--- config.mk ---
export PLATFORM = sky130hd
export DESIGN_NAME = rram_access_sequencer
export DESIGN_NICKNAME = d
export VERILOG_FILES = /design/src/rtl/rram_seq_pkg.sv /design/src/rtl/rram_phase_timer.sv /design/src/rtl/rram_access_sequencer.sv
export SDC_FILE = /design/constraint.sdc
export NUM_CORES = 1
export LEC_CHECK = 0
export ABC_CLOCK_PERIOD_IN_PS = 7750
export BUFFER_PORTS_ARGS = -buffer_cell sky130_fd_sc_hd__buf_2
export CORE_MARGIN = 3
export CORE_UTILIZATION = 40
export DETAILED_ROUTE_END_ITERATION = 10
export SETUP_SLACK_MARGIN = 0.02
export SLEW_MARGIN = 10
export SYNTH_ARGS = -nofsm -noshare
export SYNTH_HDL_FRONTEND = slang
export SYNTH_HIERARCHICAL = 1
export SYNTH_SLANG_ARGS = --single-unit
--- constraint.sdc ---
create_clock -name CLK -period 7.75 [get_ports CLK]
set_clock_uncertainty 0.05 [all_clocks]
set_input_delay 0.3875 -clock CLK [delete_from_list [all_inputs] [get_ports CLK]]
set_output_delay 0.3875 -clock CLK [all_outputs]
set_load 0.05 [all_outputs]
--- src/rtl/rram_seq_pkg.sv ---
// rtl/rram_seq_pkg.sv - shared state encodings and defaults for the RRAM access sequencer
//
// Purpose: one-hot state localparams, default phase lengths and a
// configuration helper shared by the sequencer top and its phase timer.
// Ports: none (package).
package rram_seq_pkg;

   localparam int ST_W = 6;

   localparam logic [ST_W-1:0] S_IDLE  = 6'b000001;
   localparam logic [ST_W-1:0] S_PRE   = 6'b000010;
   localparam logic [ST_W-1:0] S_DVLP  = 6'b000100;
   localparam logic [ST_W-1:0] S_SENSE = 6'b001000;
   localparam logic [ST_W-1:0] S_WRITE = 6'b010000;
   localparam logic [ST_W-1:0] S_DONE  = 6'b100000;

   localparam int B_SIZE_DEF  = 4;
   localparam int T_PRE_DEF   = 2;
   localparam int T_DVLP_DEF  = 3;
   localparam int T_SA_DEF    = 2;
   localparam int T_WRITE_DEF = 8;
   localparam int CNT_W_DEF   = 4;

   // A phase length is usable when it is at least one cycle and its
   // reload value (length-1) fits in the counter.
   function automatic bit phase_len_ok(input int t, input int w);
      return (t >= 1) && ((t - 1) < (1 << w));
   endfunction

endpackage

--- src/rtl/rram_phase_timer.sv ---
// rtl/rram_phase_timer.sv - loadable down-counter timing each sequencer phase
//
// Purpose: holds the remaining cycles of the current phase. Load wins over
// decrement; the count saturates at zero.
// Ports:
//   clk      in   clock, rising edge
//   rst      in   asynchronous active-high reset
//   load     in   load load_val this edge
//   load_val in   CNT_W value to load (phase length - 1)
//   dec      in   decrement this edge
//   zero     out  count is zero (last cycle of the phase)
module rram_phase_timer
   import rram_seq_pkg::*;
#(
   parameter int CNT_W = CNT_W_DEF
) (
   input  logic             clk,
   input  logic             rst,
   input  logic             load,
   input  logic [CNT_W-1:0] load_val,
   input  logic             dec,
   output logic             zero
);

   logic [CNT_W-1:0] count;

   always_ff @(posedge clk or posedge rst) begin
      if (rst) begin
         count <= '0;
      end else if (load) begin
         count <= load_val;
      end else if (dec && (count != '0)) begin
         count <= count - CNT_W'(1);
      end
   end

   assign zero = (count == '0);

endmodule

--- src/rtl/rram_access_sequencer.sv ---
// rtl/rram_access_sequencer.sv - read/write phase sequencer for the RRAM column periphery
//
// Purpose: accepts one access at a time over REQ/ACK, then drives the
// precharge / develop / sense sequence for reads (capturing Z_BUS on the
// edge leaving sense) or a single timed write pulse for writes.
// Ports:
//   CLK, RST    in   clock (rising) and asynchronous active-high reset
//   REQ, WE     in   access request and direction (1=write), sampled in IDLE
//   DIN         in   write data, sampled with REQ
//   Z_BUS       in   sense-amp data from the periphery
//   WDATA       out  registered write data
//   DOUT        out  captured read data
//   ACK, BUSY   out  completion pulse and busy flag
//   WRITE_VDDH, READ_VDDH, PRE_H, DVLP_H, SA_EN_H, dummy_en
//               out  array control lines (all registered)
module rram_access_sequencer
   import rram_seq_pkg::*;
#(
   parameter int B_SIZE  = B_SIZE_DEF,
   parameter int T_PRE   = T_PRE_DEF,
   parameter int T_DVLP  = T_DVLP_DEF,
   parameter int T_SA    = T_SA_DEF,
   parameter int T_WRITE = T_WRITE_DEF,
   parameter int CNT_W   = CNT_W_DEF
) (
   input  logic              CLK,
   input  logic              RST,
   input  logic              REQ,
   input  logic              WE,
   input  logic [B_SIZE-1:0] DIN,
   input  logic [B_SIZE-1:0] Z_BUS,
   output logic [B_SIZE-1:0] WDATA,
   output logic [B_SIZE-1:0] DOUT,
   output logic              ACK,
   output logic              BUSY,
   output logic              WRITE_VDDH,
   output logic              READ_VDDH,
   output logic              PRE_H,
   output logic              DVLP_H,
   output logic              SA_EN_H,
   output logic              dummy_en
);

   generate
      if (!(phase_len_ok(T_PRE, CNT_W) && phase_len_ok(T_DVLP, CNT_W) &&
            phase_len_ok(T_SA, CNT_W) && phase_len_ok(T_WRITE, CNT_W))) begin : g_cfg_err
         $error("rram_access_sequencer: a phase length is < 1 or does not fit CNT_W");
      end
   endgenerate

   localparam logic [CNT_W-1:0] LD_PRE   = CNT_W'(T_PRE - 1);
   localparam logic [CNT_W-1:0] LD_DVLP  = CNT_W'(T_DVLP - 1);
   localparam logic [CNT_W-1:0] LD_SA    = CNT_W'(T_SA - 1);
   localparam logic [CNT_W-1:0] LD_WRITE = CNT_W'(T_WRITE - 1);

   logic [ST_W-1:0]  state;
   logic [ST_W-1:0]  state_nxt;
   logic             tmr_load;
   logic [CNT_W-1:0] tmr_val;
   logic             tmr_dec;
   logic             tmr_zero;
   logic             accept_wr;
   logic             capture;

   logic ack_nxt, busy_nxt, write_nxt, read_nxt, pre_nxt, dvlp_nxt, sa_nxt;

   rram_phase_timer #(.CNT_W(CNT_W)) u_timer (
      .clk      (CLK),
      .rst      (RST),
      .load     (tmr_load),
      .load_val (tmr_val),
      .dec      (tmr_dec),
      .zero     (tmr_zero)
   );

   // State register
   always_ff @(posedge CLK or posedge RST) begin
      if (RST) begin
         state <= S_IDLE;
      end else begin
         state <= state_nxt;
      end
   end

   // Next-state and timer control. Every phase exit reloads the timer with
   // the length of the phase being entered.
   always_comb begin
      state_nxt = state;
      tmr_load  = 1'b0;
      tmr_val   = '0;
      tmr_dec   = 1'b0;
      case (state)
         S_IDLE: begin
            if (REQ) begin
               tmr_load = 1'b1;
               if (WE) begin
                  state_nxt = S_WRITE;
                  tmr_val   = LD_WRITE;
               end else begin
                  state_nxt = S_PRE;
                  tmr_val   = LD_PRE;
               end
            end
         end
         S_PRE: begin
            if (tmr_zero) begin
               state_nxt = S_DVLP;
               tmr_load  = 1'b1;
               tmr_val   = LD_DVLP;
            end else begin
               tmr_dec = 1'b1;
            end
         end
         S_DVLP: begin
            if (tmr_zero) begin
               state_nxt = S_SENSE;
               tmr_load  = 1'b1;
               tmr_val   = LD_SA;
            end else begin
               tmr_dec = 1'b1;
            end
         end
         S_SENSE: begin
            if (tmr_zero) begin
               state_nxt = S_DONE;
            end else begin
               tmr_dec = 1'b1;
            end
         end
         S_WRITE: begin
            if (tmr_zero) begin
               state_nxt = S_DONE;
            end else begin
               tmr_dec = 1'b1;
            end
         end
         S_DONE:  state_nxt = S_IDLE;
         default: state_nxt = S_IDLE;
      endcase
   end

   assign accept_wr = (state == S_IDLE) && REQ && WE;
   // Last SENSE cycle: SA_EN_H is still high, so Z_BUS is being driven.
   assign capture   = (state == S_SENSE) && tmr_zero;

   // Output decode from the next state, so every control line comes straight
   // off a flop and changes exactly on the state transition edge.
   always_comb begin
      ack_nxt   = (state_nxt == S_DONE);
      busy_nxt  = (state_nxt != S_IDLE);
      write_nxt = (state_nxt == S_WRITE);
      pre_nxt   = (state_nxt == S_PRE);
      dvlp_nxt  = (state_nxt == S_DVLP);
      sa_nxt    = (state_nxt == S_SENSE);
      read_nxt  = pre_nxt | dvlp_nxt | sa_nxt;
   end

   always_ff @(posedge CLK or posedge RST) begin
      if (RST) begin
         ACK        <= 1'b0;
         BUSY       <= 1'b0;
         WRITE_VDDH <= 1'b0;
         READ_VDDH  <= 1'b0;
         PRE_H      <= 1'b0;
         DVLP_H     <= 1'b0;
         SA_EN_H    <= 1'b0;
         dummy_en   <= 1'b0;
         WDATA      <= '0;
         DOUT       <= '0;
      end else begin
         ACK        <= ack_nxt;
         BUSY       <= busy_nxt;
         WRITE_VDDH <= write_nxt;
         READ_VDDH  <= read_nxt;
         PRE_H      <= pre_nxt;
         DVLP_H     <= dvlp_nxt;
         SA_EN_H    <= sa_nxt;
         dummy_en   <= busy_nxt;
         if (accept_wr) begin
            WDATA <= DIN;
         end
         if (capture) begin
            DOUT <= Z_BUS;
         end
      end
   end

endmodule

==> results of run 1 <==
==> kinds of logic after synthesis <==
| family | Yosys count | synth area share [%] |
|---|---|---|
| AND/OR/NAND/NOR | 43 | 21.84 |
| flip-flops | 25 | 48.64 |
| AO/OA/AOI/OAI | 24 | 12.91 |
| buffers and inverters | 14 | 4.660 |
| multiplexers | 10 | 8.641 |
| XOR/XNOR | 3 | 2.039 |
| adder cells (fa/ha/maj) | 1 | 0.9707 |
| other | 1 | 0.2910 |
==> stage by stage <==
step	utilization (%)	cell area [µm²]	total power, µW	hold WS (ns)
floorplan	-	1289	421.5	0.1036
global placement	49.74	1443	464.0	0.2365
detailed placement	49.74	1443	473.4	0.2407
CTS	50.99	1479	531.0	0.2343
global route	50.99	1479	566.9	0.2279
finish	50.99	1479	527.9	0.2428
==> worst max-delay path, stage by stage (launching register included) <==
cell and delay [ns]:
dfrtp_1 0.41, inv_1 0.10, ha_1 0.22, or3b_4 0.43, inv_1 0.26, nor2b_1 0.23, a32oi_1 0.07, nor2_1 0.43
nor3_1 0.09, a221o_1 0.33
==> routing by layer <==
metal	global-route usage, %	part of all wire, %	vias to the layer above
li1	-	-	482
met1	19.71	50	471
met2	21.70	45	21
met3	2.698	4.2	2
met4	5.785	0.77	0
met5	0	0	-
==> registers in the layout, indices dropped and copies added (netlist names) <==
register	count
READ_VDDH	1
state	6
u_timer/count	4
ACK	1
WRITE_VDDH	1
dummy_en	1
DOUT	4
WDATA	4
DVLP_H	1
SA_EN_H	1
PRE_H	1
==> cell usage after synthesis, types with 2 or more instances <==
| library cell | number | share of area [%] |
|---|---|---|
| o21ai_1 | 2 | 0.78 |
| a21oi_1 | 5 | 1.9 |
| a211oi_1 | 2 | 1.2 |
| o21ai_0 | 4 | 1.6 |
| o31a_1 | 3 | 2.0 |
| nor3_1 | 7 | 2.7 |
| mux2_2 | 9 | 7.9 |
| nor2_1 | 6 | 1.7 |
| clkbuf_1 | 5 | 1.5 |
| buf_2 | 3 | 1.2 |
| nor2b_1 | 4 | 1.9 |
| or3_2 | 2 | 1.2 |
| xor2_1 | 2 | 1.4 |
| nand2_1 | 6 | 1.7 |
| nor3b_1 | 2 | 1.2 |
| and4b_1 | 2 | 1.6 |
| nor4_1 | 3 | 1.5 |
| inv_1 | 5 | 1.5 |
| dfrtp_1 | 24 | 47 |
| nand2b_1 | 3 | 1.5 |
==> worst paths after layout <==
path | startpoint | to | slack (ns) | depth (start not counted)
worst max-delay path | u_timer/count[0]$_DFFE_PP0P_ | u_timer/count[3]$_DFFE_PP0P_ | 5.04 | 9
worst min register to register | DOUT[2]$_DFFE_PP0P_ | DOUT[2]$_DFFE_PP0P_ | 0.47 | 1
worst min-delay path | Z_BUS[0] | DOUT[0]$_DFFE_PP0P_ | 0.24 | 2
max in group asynchronous | RST | dummy_en$_DFF_PP0_ | 6.48 | 3
worst max register to register | u_timer/count[0]$_DFFE_PP0P_ | u_timer/count[3]$_DFFE_PP0P_ | 5.04 | 9
min in group asynchronous | RST | u_timer/count[1]$_DFFE_PP0P_ | 0.45 | 3
==> area by class of cell <==
type                    instances  area (µm²)
clock buffers                   4       26.28
fillers                       292        1421
inverters                       5       18.77
multi-input cells              82       601.8
flip-flops and latches         25       626.9
well taps                      42       52.55
repair buffers                 29       152.6
==> what timing repair did <==
item | CTS | global route
hold buffers | 1 | 0
gates resized for setup | 0 | 0
hold endpoints to repair | 4 | 0
==> power groups by stage <==
stage	combinational (µW)	clock, µW	sequential, µW
after floorplan	163	0	259
after global placement	257	0	207
after detailed placement	265	0	209
after CTS	265	59.9	206
after global routing	286	66.4	215
final	263	57.3	207
==> run_results.csv, run 1 <==
group,metric,value,unit
clocking,clock_sinks,25,
finish,antennaDiodeCount,0,
power_and_ir_drop,clkPwrFrac,10.9,%
sta,setup_viol,0,
clocking,clkTransAtPathRegs,0.14,ns
grt,grt_pass1_vias,973,
floorplanning,start_util,44.43,%
finish,fin_nets,159,
logic_synthesis,ys.flop_type,"dfrtp_1",
route,finalWirelength,2459,µm
finish,final_cell_mix,"27 x buf_2, 24 x dfrtp_1, 9 x mux2_2",
grt,grt_pass1_wl,4505,µm
logic_synthesis,syn-num-nets,134,
clocking,clock_latency,0.31,ns
power_and_ir_drop,power_leakage,0.0007013,µW
route,viasPerCell,5.219,
floorplanning,row_count,19,
logic_synthesis,synthCells,121,
place,dp.cells,182,
logic_synthesis,synthesis.area,1289,µm²
sta,finalCriticalPeriod,2.709,ns
floorplanning,core-area,2900,µm²
grt,grt_max_degree,22,
floorplanning,fp.dieH,62.76,µm
place,post-place-ws,5.055,ns
route,route.detailed.drc,0,
floorplanning,num_io_pins,28,
grt,grtUsageTotal,14.21,%
logic_synthesis,synth_cell_type_count,42,
clocking,cts_buffer_depth,2,
sta,max_freq,369.2,MHz
sta,relSlewSlack,49.64,%
floorplanning,die_x,62.76,µm
power_and_ir_drop,p_int,282.4,µW
power_and_ir_drop,p_switching,245.5,µW
logic_synthesis,ys_ff_latch,25,
route,drt_pass1_iterations,4,
place,globalplace.congestion,0.8372,
logic_synthesis,ys_seq_area_share,48.64,%
worst_setup_path,cp-end-kind,"flop",
sta,worstMarginPinSlew,0.7545,ns
sta,fin_setup_tns,0,ns
logic_synthesis,ys_warn_count,6,
logic_synthesis,avgSynthCellArea,10.65,µm²
clocking,cts_tree,"built",
worst_setup_path,path_max_fanout,10,
route,first_iter_violations,24,
sta,slew_violations,0,
worst_setup_path,required,7.90,ns
sta,timing.final.crit_share,34.95,%
sta,rsz0062_at_grt,"no",
route,ant_nets,0,
place,dp_hpwl,1844,µm
logic_synthesis,synth_edf_count,0,
clocking,post-cts-setup-buffer-count,0,
power_and_ir_drop,irDropWorstVdd,0.0002289,V
worst_setup_path,crit_type,"reg2reg",
sta,worst_slack,5.041,ns
grt,grt.overflow.total,0,
clocking,numCtsBuffers,3,
min_path,hp-class,"in2reg",
clocking,ctsRootBufferMaster,"clkbuf_4",
worst_setup_path,arrival,2.86,ns
floorplanning,die-area,3939,µm²
finish,syn2layout_area_growth,14.76,%
logic_synthesis,async_flop_share,100.0,%
finish,final_common_cell,"buf_2",
job,maxCapViolations,0,
worst_setup_path,worstSetupStartpointType,"flop",
grt,antenna_found_initial,0,
route,wl_per_cell,13.15,µm
sta,hold_viol_final,0,
place,io_buffer_count,27,
finish,drive_above_1_share,33.79,%
finish,fin_cells,187,
power_and_ir_drop,cellPowerDensity,356.9,nW/µm²
route,vias,976,
power_and_ir_drop,swShare,46.50,%
power_and_ir_drop,pwr-share-seq,39.3,%
status,outcome,"complete, no violations",
clocking,htreeDepth,1,
power_and_ir_drop,power_frac_comb,49.9,%
Power figures use the tool's default switching activity.
==> run 2, diff against run 1 <==
- ABC_CLOCK_PERIOD_IN_PS: 7750 -> 2500
- clock period: 7.75 -> 2.5 ns (I/O delays scaled with it)
==> run 2 against run 1 <==
Against the previous run: worst hold slack worse by 0.15 ns; setup slack worse by 4.9 ns; count of clock-buffer cells in the layout stayed put; first-iteration DRC count is 4.2% higher; sequential share of layout area is 3.7 points lower; design area is 9.6% higher; critical path depth stayed put; register-to-register slack worse by 4.9 ns; die area stayed put; via count is 5.8% higher; total power grew to 3.2 times the previous value.
==> run_results.csv, run 2 (same netlist as run 1, synthesis figures left out) <==
group,metric,value,unit
power_and_ir_drop,swShare,45.45,%
route,finalWirelength,2622,µm
finish,fill_cells,260,
power_and_ir_drop,cellPowerDensity,1054,nW/µm²
clocking,clkTransAtPathRegs,0.13,ns
min_path,holdPathStages,3,
finish,post-route-util,55.87,%
floorplanning,core-area,2900,µm²
route,wl_per_cell,12.98,µm
status,outcome,"complete, no violations",
route,ant_nets,0,
clocking,clock_latency,0.32,ns
clocking,clock_sinks,25,
min_path,hold_path_startpoint,"WE",
grt,grt_max_degree,22,
finish,syn2layout_area_growth,25.73,%
sta,worstMarginPinSlew,0.7917,ns
route,first_iter_violations,25,
sta,hold_viol_final,0,
floorplanning,die_x,62.76,µm
power_and_ir_drop,power_leakage,0.0007722,µW
place,dp_hpwl,1863,µm
power_and_ir_drop,power_frac_comb,53.4,%
finish,largest_reg_flops,6,
worst_setup_path,path_max_fanout,7,
clocking,ctsRootBufferMaster,"clkbuf_4",
finish,multiInputGateArea,610.6,µm²
sta,fin_setup_tns,0,ns
finish,fin_nets,174,
place,io_buffer_count,27,
power_and_ir_drop,irDropWorstVdd,0.0005894,V
route,route.detailed.drc,0,
worst_setup_path,required,2.67,ns
clocking,cts_buffer_depth,2,
sta,relSlewSlack,47.17,%
floorplanning,row_count,19,
min_path,hp-class,"in2reg",
power_and_ir_drop,clkPwrFrac,10.5,%
worst_setup_path,reg2reg_to,"u_timer/count[3]$_DFFE_PP0P_",
floorplanning,die-area,3939,µm²
min_path,hold_end,"state[1]$_DFF_PP0_",
finish,antennaDiodeCount,0,
route,drt_pass1_iterations,4,
clocking,numCtsBuffers,3,
place,globalplace.congestion,0.8076,
grt,grt.overflow.total,0,
worst_setup_path,worstRegToRegCells,9,
worst_setup_path,r2r_slack,0.18,ns
worst_setup_path,cp-end-kind,"flop",
sta,timing.final.crit_share,92.99,%
route,vias,1033,
job,maxCapViolations,0,
worst_setup_path,worstSetupStartpointType,"flop",
worst_setup_path,arrival,2.49,ns
floorplanning,num_io_pins,28,
clocking,htreeDepth,1,
route,viasPerCell,5.114,
worst_setup_path,rr_startpoint,"u_timer/count[0]$_DFFE_PP0P_",
grt,grt_pass1_wl,4623,µm
finish,drive_above_1_share,36.25,%
finish,final_common_cell,"buf_2",
finish,register_area,626.9,µm²
sta,rsz0062_at_grt,"no",
finish,regMostFlops,"state",
grt,grt_pass1_vias,1040,
power_and_ir_drop,p_int,931.3,µW
floorplanning,start_util,44.43,%
power_and_ir_drop,p_switching,775.8,µW
worst_setup_path,crit_type,"reg2reg",
clocking,post-cts-setup-buffer-count,0,
sta,setup_viol,0,
sta,slew_violations,0,
floorplanning,fp.dieH,62.76,µm
sta,finalCriticalPeriod,2.325,ns
clocking,cts_tree,"built",
power_and_ir_drop,pwr-share-seq,36.0,%
grt,antenna_found_initial,0,
sta,max_freq,430.1,MHz
finish,final_cell_mix,"27 x buf_2, 24 x dfrtp_1, 9 x mux2_2, 9 x dlygate4sd3_1, 8 x buf_4",
grt,grtUsageTotal,14.53,%
[run 2: changes by cell type in the layout (fill, tap and decap cells not counted)]
cell           change
nor2_2             +1
dlygate4sd3_1      +8
a2111oi_2          +1
a2111oi_0          -1
nor2_1             -1
buf_4              +7
[run 2: power groups by stage]
stage               sequential, µW  combinational [µW]  clock [µW]
CTS                            614                 913         192
global placement               617                 892           0
detailed placement             620                 901           0
global route                   633                 991         210
floorplan                      802                 517           0
finish                         615                 912         180
[run 2: layout make-up]
type	count	share of cell area [%]
multi-input cells	82	37.68
inverters	5	1.158
well taps	42	3.243
repair buffers	44	17.61
flip-flops and latches	25	38.69
clock buffers	4	1.622
[run 2: how the worst max path moves through the flow]
stage / cells past startpoint / start / endpoint / slack (ns)
finish: 9 / u_timer/count[0]$_DFFE_PP0P_ / u_timer/count[3]$_DFFE_PP0P_ / 0.18
global route: 9 / u_timer/count[0]$_DFFE_PP0P_ / u_timer/count[3]$_DFFE_PP0P_ / 0.03
CTS: 9 / u_timer/count[0]$_DFFE_PP0P_ / u_timer/count[3]$_DFFE_PP0P_ / 0.13
detailed placement: 9 / u_timer/count[0]$_DFFE_PP0P_ / u_timer/count[3]$_DFFE_PP0P_ / 0.15
global placement: 9 / u_timer/count[0]$_DFFE_PP0P_ / u_timer/count[3]$_DFFE_PP0P_ / 0.25
floorplan: 11 / u_timer/count[0]$_DFFE_PP0P_ / u_timer/count[3]$_DFFE_PP0P_ / 0.11
[run 2: repair_timing]
item / 4_1_cts / 5_1_grt
setup endpoints to repair: 0 / 1
gates resized for setup: 0 / 1
endpoints found under the hold margin: 32 / 0
hold buffers: 9 / 0
[run 2: metrics by stage]
stage | hold slack [ns] | total power, µW | instances | area (µm²) | setup slack [ns]
final | 0.09286 | 1707 | 202 | 1620 | 0.1752
after detailed placement | -0.02769 | 1521 | 189 | 1501 | 0.1520
after CTS | 0.08299 | 1719 | 202 | 1618 | 0.1283
after floorplan | -0.1589 | 1319 | 121 | 1296 | 0.1088
after global placement | -0.02415 | 1508 | 189 | 1501 | 0.2545
after global routing | 0.09817 | 1834 | 202 | 1620 | 0.03448
[run 2: worst max-delay path, cell delays in order, from the launching register on]
cell and delay [ns]:
dfrtp_1 0.38, inv_1 0.08, ha_1 0.23, or3b_4 0.26
inv_1 0.09, a2111oi_2 0.29, buf_4 0.20, nor4b_2 0.29
nor3b_1 0.09, a221o_1 0.27
[run 2: per-layer routing]
metal	vias up	part of all wire, %	track usage, %
li1	516	-	-
met2	31	47	23.30
met4	0	1.4	6.887
met1	482	47	19.43
met3	4	4.5	1.799
met5	-	0	0
==> run 3, diff against run 2 <==
- ABC_CLOCK_PERIOD_IN_PS: 2500 -> 2900
- clock period: 2.5 -> 2.9 ns (I/O delays scaled with it)
==> run 3 against run 2 <==
Against the previous run: die area did not move; clock power down 12%; non-clock buffer count fell by 7; combinational power shrank 21%; final cell count decreased by 3.5%; routed wire length rose by 2.8%.
==> run_results.csv, run 3 (same netlist as run 1, synthesis figures left out) <==
group,metric,value,unit
finish,fin_cells,195,
clocking,cts_resized,0,
route,vias,1022,
grt,grt_pass1_wl,4512,µm
finish,syn2layout_area_growth,20.78,%
sta,worst_slack,0.3163,ns
sta,fin_setup_tns,0,ns
place,post-place-ws,0.3397,ns
floorplanning,row_count,19,
job,maxCapViolations,0,
grt,grtUsageTotal,14.09,%
clocking,ctsRootBufferMaster,"clkbuf_4",
worst_setup_path,worstSetupStartpointType,"flop",
route,first_iter_violations,25,
route,route.detailed.drc,0,
place,dp.cells,183,
sta,rsz0062_at_grt,"no",
worst_setup_path,cp-end-kind,"flop",
place,dp_hpwl,1904,µm
power_and_ir_drop,cellPowerDensity,921.8,nW/µm²
route,ant_nets,0,
worst_setup_path,required,3.06,ns
grt,grt_pass1_vias,1021,
sta,max_freq,387.0,MHz
floorplanning,num_io_pins,28,
finish,final_common_cell,"buf_2",
min_path,holdPathStages,2,
clocking,htreeDepth,1,
min_path,hp-class,"in2reg",
sta,setup_viol,0,
route,finalWirelength,2695,µm
sta,finalCriticalPeriod,2.584,ns
floorplanning,fp.dieH,62.76,µm
clocking,cts_buffer_depth,2,
finish,antennaDiodeCount,0,
worst_setup_path,crit_chain,"inv_1, ha_1, or3b_4, inv_1, nor2b_1, a32oi_1, nor2_1, nor3_1, a221o_1",
worst_setup_path,worstRegToRegCells,9,
route,wl_per_cell,13.82,µm
worst_setup_path,crit_type,"reg2reg",
sta,slew_violations,0,
finish,fin_nets,167,
worst_setup_path,slowest_stage,"or3b_4",
clocking,numCtsBuffers,3,
worst_setup_path,crit_top_cell,"inv_1",
worst_setup_path,cpPeakStageDelay,0.43,ns
status,outcome,"complete, no violations",
sta,hold_viol_final,0,
clocking,clkTransAtPathRegs,0.14,ns
finish,drive_above_1_share,32.68,%
worst_setup_path,r2r_slack,0.32,ns
finish,regMostFlops,"state",
grt,grt_max_degree,22,
clocking,clock_sinks,25,
sta,worstMarginPinSlew,0.8077,ns
finish,largest_reg_flops,6,
floorplanning,die-area,3939,µm²
floorplanning,start_util,44.43,%
route,drt_pass1_iterations,4,
floorplanning,core-area,2900,µm²
grt,grt.overflow.total,0,
clocking,cts_tree,"built",
place,io_buffer_count,27,
power_and_ir_drop,power_leakage,0.0007356,µW
power_and_ir_drop,irDropWorstVdd,0.0006822,V
grt,antenna_found_initial,0,
place,globalplace.congestion,0.8555,
finish,final_cell_mix,"27 x buf_2, 24 x dfrtp_1, 9 x mux2_2",
worst_setup_path,path_max_fanout,10,
route,viasPerCell,5.241,
sta,relSlewSlack,46.09,%
floorplanning,die_x,62.76,µm
worst_setup_path,arrival,2.75,ns
sta,timing.final.crit_share,89.09,%
clocking,clock_latency,0.31,ns
run 3: changes by cell type in the layout (fill, tap and decap cells not counted):
cell,before,now
nor2_2,1,0
nor2_1,5,6
buf_4,8,2
a2111oi_2,1,0
dlygate4sd3_1,9,8
a2111oi_0,0,1
run 3: worst paths after layout:
path                                               from                      endpoint
max reg2reg                u_timer/count[0]$_DFFE_PP0P_  u_timer/count[3]$_DFFE_PP0P_
max in group asynchronous                           RST            state[5]$_DFF_PP0_
max                        u_timer/count[0]$_DFFE_PP0P_  u_timer/count[3]$_DFFE_PP0P_
min reg2reg                         DOUT[2]$_DFFE_PP0P_           DOUT[2]$_DFFE_PP0P_
min                                            Z_BUS[1]           DOUT[1]$_DFFE_PP0P_
min in group asynchronous                           RST  u_timer/count[1]$_DFFE_PP0P_
run 3: worst max-delay path: cells and delay by family, from the launching register on:
family / cells / cell delay [ns]
AOI/OAI and AO/OA: 2 / 0.40
adders and majority gates: 1 / 0.22
buffers and inverters: 2 / 0.35
DFF: 1 / 0.41
and+or+nand+nor: 4 / 1.06
run 3: per-layer routing:
metal	wire length (µm)	share of wire, %	vias up	GRT usage [%]
met5	0	0	-	0
met4	19	0.71	0	4.132
met3	123	4.6	2	2.878
met2	1319	49	26	24.90
met1	1233	46	491	17.24
li1	-	-	503	-
run 3: final cells by class:
cell class / instances / area [µm²]
tap: 42 / 52.55
multi-input combinational: 82 / 601.8
clock buffer: 4 / 26.28
sequential: 25 / 626.9
inverter: 5 / 18.77
fill: 273 / 1344
timing repair buffer: 37 / 230.2
run 3: what timing repair did:
item,4_1_cts,5_1_grt
endpoints found under the hold margin,26,5
setup buffers,0,0
hold buffers,3,5
run 3: power by group:
part / switching, µW / leakage, µW / internal [µW]
Clock: 104 / 0.0000150 / 53.6
Sequential: 106 / 0.000327 / 447
Combinational: 457 / 0.000393 / 267
run 3: per-stage QoR:
step / power, µW / utilization [%] / cell area [µm²] / hold slack (ns)
after floorplan: 1126 / - / 1289 / -0.1389
after CTS: 1436 / 51.94 / 1506 / 0.002149
after global placement: 1250 / 50.00 / 1450 / -0.004399
after detailed placement: 1276 / 50.00 / 1450 / -0.002986
after global routing: 1532 / 53.67 / 1556 / 0.002043
final: 1435 / 53.67 / 1556 / 0.005748
